===== src/rtl/movimentacao_servo.sv =====
// rtl/movimentacao_servo.sv - servo position sweep FSM (00,01,10,11,10,01,...) holding each code HOLD_CICLOS cycles
// Optional manual override compiled in with `define MOVIMENTACAO_MANUAL_EN.
module movimentacao_servo #(
  parameter int HOLD_CICLOS = 50000000
) (
  input  logic       clock,
  input  logic       reset,
  input  logic       liga,
`ifdef MOVIMENTACAO_MANUAL_EN
  input  logic       manual,
  input  logic [1:0] posicao_manual,
`endif
  output logic [1:0] posicao,
  output logic       pronto,
  output logic [1:0] db_estado
);

  localparam int CW = (HOLD_CICLOS > 2) ? $clog2(HOLD_CICLOS) : 1;
  localparam logic [CW-1:0] CNT_MAX = CW'(HOLD_CICLOS - 1);

  typedef enum logic [1:0] {
    INICIAL = 2'b00,
    PREPARA = 2'b01,
    VARRE   = 2'b10
  } estado_t;

  estado_t       r_estado;
  logic [1:0]    r_posicao;
  logic          r_pronto;
  logic [CW-1:0] r_contador;
  logic          r_dir_sobe;

  estado_t       w_estado_prox;
  logic [1:0]    w_posicao_prox;
  logic          w_pronto_prox;
  logic [CW-1:0] w_contador_prox;
  logic          w_dir_prox;
  logic [1:0]    w_pos_passo;
  logic          w_dir_passo;
  logic          w_manual_ativo;
  logic [1:0]    w_pos_manual;

`ifdef MOVIMENTACAO_MANUAL_EN
  assign w_manual_ativo = manual;
  assign w_pos_manual   = posicao_manual;
`else
  assign w_manual_ativo = 1'b0;
  assign w_pos_manual   = 2'b00;
`endif

  // Endpoints force the reversal so no code is skipped or repeated.
  always_comb begin
    w_pos_passo = r_posicao;
    w_dir_passo = r_dir_sobe;
    if (r_posicao == 2'b11) begin
      w_pos_passo = 2'b10;
      w_dir_passo = 1'b0;
    end else if (r_posicao == 2'b00) begin
      w_pos_passo = 2'b01;
      w_dir_passo = 1'b1;
    end else if (r_dir_sobe) begin
      w_pos_passo = r_posicao + 2'b01;
    end else begin
      w_pos_passo = r_posicao - 2'b01;
    end
  end

  always_ff @(posedge clock or negedge reset) begin
    if (!reset) begin
      r_estado   <= INICIAL;
      r_posicao  <= 2'b00;
      r_pronto   <= 1'b0;
      r_contador <= '0;
      r_dir_sobe <= 1'b1;
    end else begin
      r_estado   <= w_estado_prox;
      r_posicao  <= w_posicao_prox;
      r_pronto   <= w_pronto_prox;
      r_contador <= w_contador_prox;
      r_dir_sobe <= w_dir_prox;
    end
  end

  always_comb begin
    w_estado_prox   = INICIAL;
    w_posicao_prox  = 2'b00;
    w_pronto_prox   = 1'b0;
    w_contador_prox = '0;
    w_dir_prox      = 1'b1;
    case (r_estado)
      INICIAL: begin
        if (liga) w_estado_prox = PREPARA;
      end
      PREPARA: begin
        if (liga) w_estado_prox = VARRE;
      end
      VARRE: begin
        if (liga) begin
          w_estado_prox  = VARRE;
          w_posicao_prox = r_posicao;
          w_dir_prox     = r_dir_sobe;
          if (w_manual_ativo) begin
            w_posicao_prox = w_pos_manual;
            w_pronto_prox  = (w_pos_manual != r_posicao);
          end else if (r_contador == CNT_MAX) begin
            w_posicao_prox = w_pos_passo;
            w_dir_prox     = w_dir_passo;
            w_pronto_prox  = 1'b1;
          end else begin
            w_contador_prox = r_contador + CW'(1);
          end
        end
      end
      default: w_estado_prox = INICIAL;
    endcase
  end

  assign posicao   = r_posicao;
  assign pronto    = r_pronto;
  assign db_estado = r_estado;

endmodule


===== config.mk =====
export PLATFORM = sky130hd
export DESIGN_NAME = movimentacao_servo
export DESIGN_NICKNAME = d
export VERILOG_FILES = /design/src/rtl/movimentacao_servo.sv
export SDC_FILE = /design/constraint.sdc
export NUM_CORES = 1
export LEC_CHECK = 0
export ABC_AREA = 1
export BUFFER_PORTS_ARGS = -buffer_cell sky130_fd_sc_hd__clkbuf_2
export CORE_MARGIN = 2
export CORE_UTILIZATION = 55
export CTS_CLUSTER_DIAMETER = 80
export DETAILED_ROUTE_END_ITERATION = 16
export PLACE_DENSITY = 0.87
export SLEW_MARGIN = 5
export SYNTH_ARGS = -nofsm -noshare
export SYNTH_HDL_FRONTEND = slang
export SYNTH_SLANG_ARGS = --single-unit

===== constraint.sdc =====
create_clock -name clock -period 1.3 [get_ports clock]
set_input_delay 0.195 -clock clock [delete_from_list [all_inputs] [get_ports clock]]
set_output_delay 0.195 -clock clock [all_outputs]
set_load 0.005 [all_outputs]

==> reports/metrics.cfg <==
[clocking]
cts.sink_count = 32
clock_path_buffers = 2
cts_root_buf = sky130_fd_sc_hd__clkbuf_4
cts.htree.levels = 2
clk_transition_reported_paths_ns = 0.13
cts-buffers-inserted = 5
tritoncts = built
clock_insertion_delay_worst_skew_ns = 0.38

[sta]
finalMaxSlewViolations = 0
fin_ws_ns = -0.4123
max_slew_margin = 0.7160
tightest_slew_ns = 0.4260
clk_skew_ns = 0.02864
max_clock_freq_ghz = 0.5840
final.min_clock_period_ns = 1.712
grt_setup_unrepaired = true
report.final.hold_viol_count = 0
finalCritPeriodShare = 1.317
setup_viol_count_final = 30

[synth]
post_synth_num_cell_types = 25
asyncSetResetFlopFracSynth = 1.000
syn_avg_cell_area_um2 = 7.109
post-synth-top-count-cell = sky130_fd_sc_hd__nor2_1
netlist.top_cell.by_area = sky130_fd_sc_hd__dfrtp_1
synth.top_cells.by_area = sky130_fd_sc_hd__dfrtp_1 (40%), sky130_fd_sc_hd__nor2_1 (14%), sky130_fd_sc_hd__nand2_1 (14%), sky130_fd_sc_hd__inv_1 (6.3%), sky130_fd_sc_hd__nand3_1 (3.4%)
synth_edf_count = 0
synth_top_area_share = 0.4042
post_synth_instance_area_um2 = 1919
ys_seq_area_frac = 0.4179
yosysWarningCount = 0
post_synth_inst_count = 270
netlist_top_cells_count = sky130_fd_sc_hd__nor2_1 (73), sky130_fd_sc_hd__nand2_1 (72), sky130_fd_sc_hd__inv_1 (32)
ys_dominant_reg_cell = sky130_fd_sc_hd__dfrtp_1
ys_ff_latch = 32
syn-num-nets = 277

[final_layout]
final-seq-area_um2 = 803.3
insertedDiodeCount = 0
layout_cell_share_with_drive_strength_beyond_1 = 0.3864
net_count_reported_at_finish = 345
multi_input_area_um2 = 1199
synthToLayoutAreaGrowth_pct = 42.96
final_cell_count_no_fill = 385
final.fill_count = 196

[floorplan]
die_area_um2 = 3978
fp.coreArea_um2 = 3337
floorplan.die.height_um = 63.08
die_x_um = 63.08
row_count = 21
boundaryPins = 8
initial_utilization = 0.5752

[route]
route.vias.total = 2254
drt_wl_total_mm = 7.118
via_per_inst = 5.855
antenna_left = 0
detailedRoute.firstPassIterationCount = 5
drc = 0
route.detailed.wl_per_inst_um = 18.49
drtIter0Drc = 163

[run]
count_of_maximum_capacitance_violations = 0

[global_route]
grt_pass1_vias = 2113
grt_first_pass_wirelength_mm = 9.439
grt_start_max_net_pins = 33
antenna_violations_before_repair = 0
global_route.usage.total = 0.3111
overflow = 0

[critical_path]
ff_to_ff_start = r_contador[1]
cp.required_ns = 1.56
critPathArrivalTime_ns = 1.97
worst-setup-path-type = reg -> reg
nature_of_the_critical_path_startpoint = register
cp_max_fo = 3
timing.critical_path.to_type = register
rrSetupSlack_ns = -0.41
startpoint = r_contador[1]

[place]
dpl_worst_slack_ns = -0.3708
numPortBuffers = 7
gp_congestion = 0.9488
place_hpwl_mm = 3.405
place.detailed.instances = 368

[hold_path]
hold_path_class = in -> reg
worstHoldStart = liga

[power_and_ir_drop]
powerDensity_nw_per_um2 = 772.5
max-vdd-ir-drop_uv = 679.3
p_leak_nw = 1.261

[status]
violations = setup timing
result_of_the_run = finished, violations left

[worst max-delay path, stage by stage (launching register included)]
cell and delay [ns]:
sky130_fd_sc_hd__dfrtp_1 0.44, sky130_fd_sc_hd__ha_4 0.18, sky130_fd_sc_hd__nand2_4 0.07, sky130_fd_sc_hd__nor2_4 0.20
sky130_fd_sc_hd__buf_6 0.14, sky130_fd_sc_hd__nand4_1 0.12, sky130_fd_sc_hd__buf_4 0.20, sky130_fd_sc_hd__nor2_1 0.16
sky130_fd_sc_hd__nor2_1 0.08
[repair_timing]
| item | CTS | global route |
|---|---|---|
| setup buffers | 3 | 5 |
| endpoints found under the setup margin | 29 | 30 |
| pin swaps | 19 | 12 |
| cloned | 1 | 0 |
| resized for setup | 31 | 31 |
| hold buffers | 1 | 0 |
| endpoints found under the hold margin | 31 | 0 |
[placed cells by master (no fill, tap or decap), types with 2 or more instances in the layout]
cell type | Yosys | layout
sky130_fd_sc_hd__nand3_1 | 13 | 11
sky130_fd_sc_hd__clkbuf_4 | 0 | 5
sky130_fd_sc_hd__inv_1 | 32 | 31
sky130_fd_sc_hd__dfrtp_1 | 31 | 30
sky130_fd_sc_hd__clkbuf_2 | 0 | 7
sky130_fd_sc_hd__nor2_4 | 4 | 14
sky130_fd_sc_hd__ha_1 | 4 | 3
sky130_fd_sc_hd__nand2_8 | 0 | 2
sky130_fd_sc_hd__xnor2_1 | 4 | 4
sky130_fd_sc_hd__nor3_2 | 1 | 6
sky130_fd_sc_hd__nor2_1 | 73 | 58
sky130_fd_sc_hd__nand2_2 | 4 | 16
sky130_fd_sc_hd__nor2_2 | 5 | 10
sky130_fd_sc_hd__nand3_2 | 1 | 2
sky130_fd_sc_hd__buf_6 | 1 | 6
sky130_fd_sc_hd__buf_4 | 1 | 49
sky130_fd_sc_hd__nand2_4 | 1 | 3
sky130_fd_sc_hd__xor2_1 | 4 | 3
sky130_fd_sc_hd__nand4_1 | 6 | 6
sky130_fd_sc_hd__nand2_1 | 72 | 57
sky130_fd_sc_hd__inv_2 | 1 | 2
[per-layer routing]
metal	global-route usage	share of wire	up-vias
met1	0.3482	0.33	1063
met5	0	0	-
met4	0.1528	0.080	0
li1	-	-	959
met2	0.5492	0.50	165
met3	0.07679	0.091	67
[metrics by stage]
| stage | hold WS, ns | total power (W) | area, um2 | TNS, ns | utilization |
|---|---|---|---|---|---|
| floorplan | -0.1006 | 0.001135 | 1929 | -1.489 | - |
| global placement | 0.2370 | 0.001206 | 2349 | -4.433 | 0.7038 |
| detailed placement | 0.2475 | 0.001216 | 2349 | -5.694 | 0.7038 |
| CTS | 0.04992 | 0.002030 | 2601 | -4.380 | 0.7795 |
| global route | 0.06583 | 0.002178 | 2744 | -11.49 | 0.8223 |
| finish | 0.07266 | 0.002120 | 2744 | -10.19 | 0.8223 |
[kinds of logic (layout without fill, tap and decap cells)]
family | count (synthesis) | in the layout | synth area share
AOI/OAI and AO/OA | 2 | 2 | 0.007169
muxes | 1 | 1 | 0.005215
xor gates and xnor gates | 8 | 8 | 0.03650
and+or+nand+nor | 187 | 188 | 0.4250
DFF | 32 | 32 | 0.4179
buffers and inverters | 36 | 104 | 0.08214
adders and majority gates | 4 | 4 | 0.02608
[power breakdown]
group          internal (W)  switching, W
combinational      0.000106      0.000177
sequential          0.00101     0.0000162
clock              0.000401      0.000407
[sequential cells by signal, summed over array words and instances, names as in the netlist]
name / cells
db_estado: 2
posicao: 2
pronto: 1
r_contador: 26
r_dir_sobe: 1
[area by class of cell]
| cell class | instances | share of cell area |
|---|---|---|
| clock buffer | 5 | 0.01368 |
| clock inverter | 3 | 0.01550 |
| inverter | 33 | 0.04514 |
| multi-input combinational | 203 | 0.4368 |
| sequential | 32 | 0.2927 |
| tap | 46 | 0.02098 |
| timing repair buffer | 63 | 0.1751 |
[final timing paths]
| kind | end | cells after the start |
|---|---|---|
| worst max register to register | r_contador[10] | 8 |
| worst max-delay path | r_contador[10] | 8 |
| worst min-delay path | db_estado[0] | 3 |
| min in group asynchronous | r_contador[3] | 3 |
| worst min register to register | posicao[0] | 1 |
| max in group asynchronous | r_contador[11] | 3 |
Power figures use the tool's default switching activity.
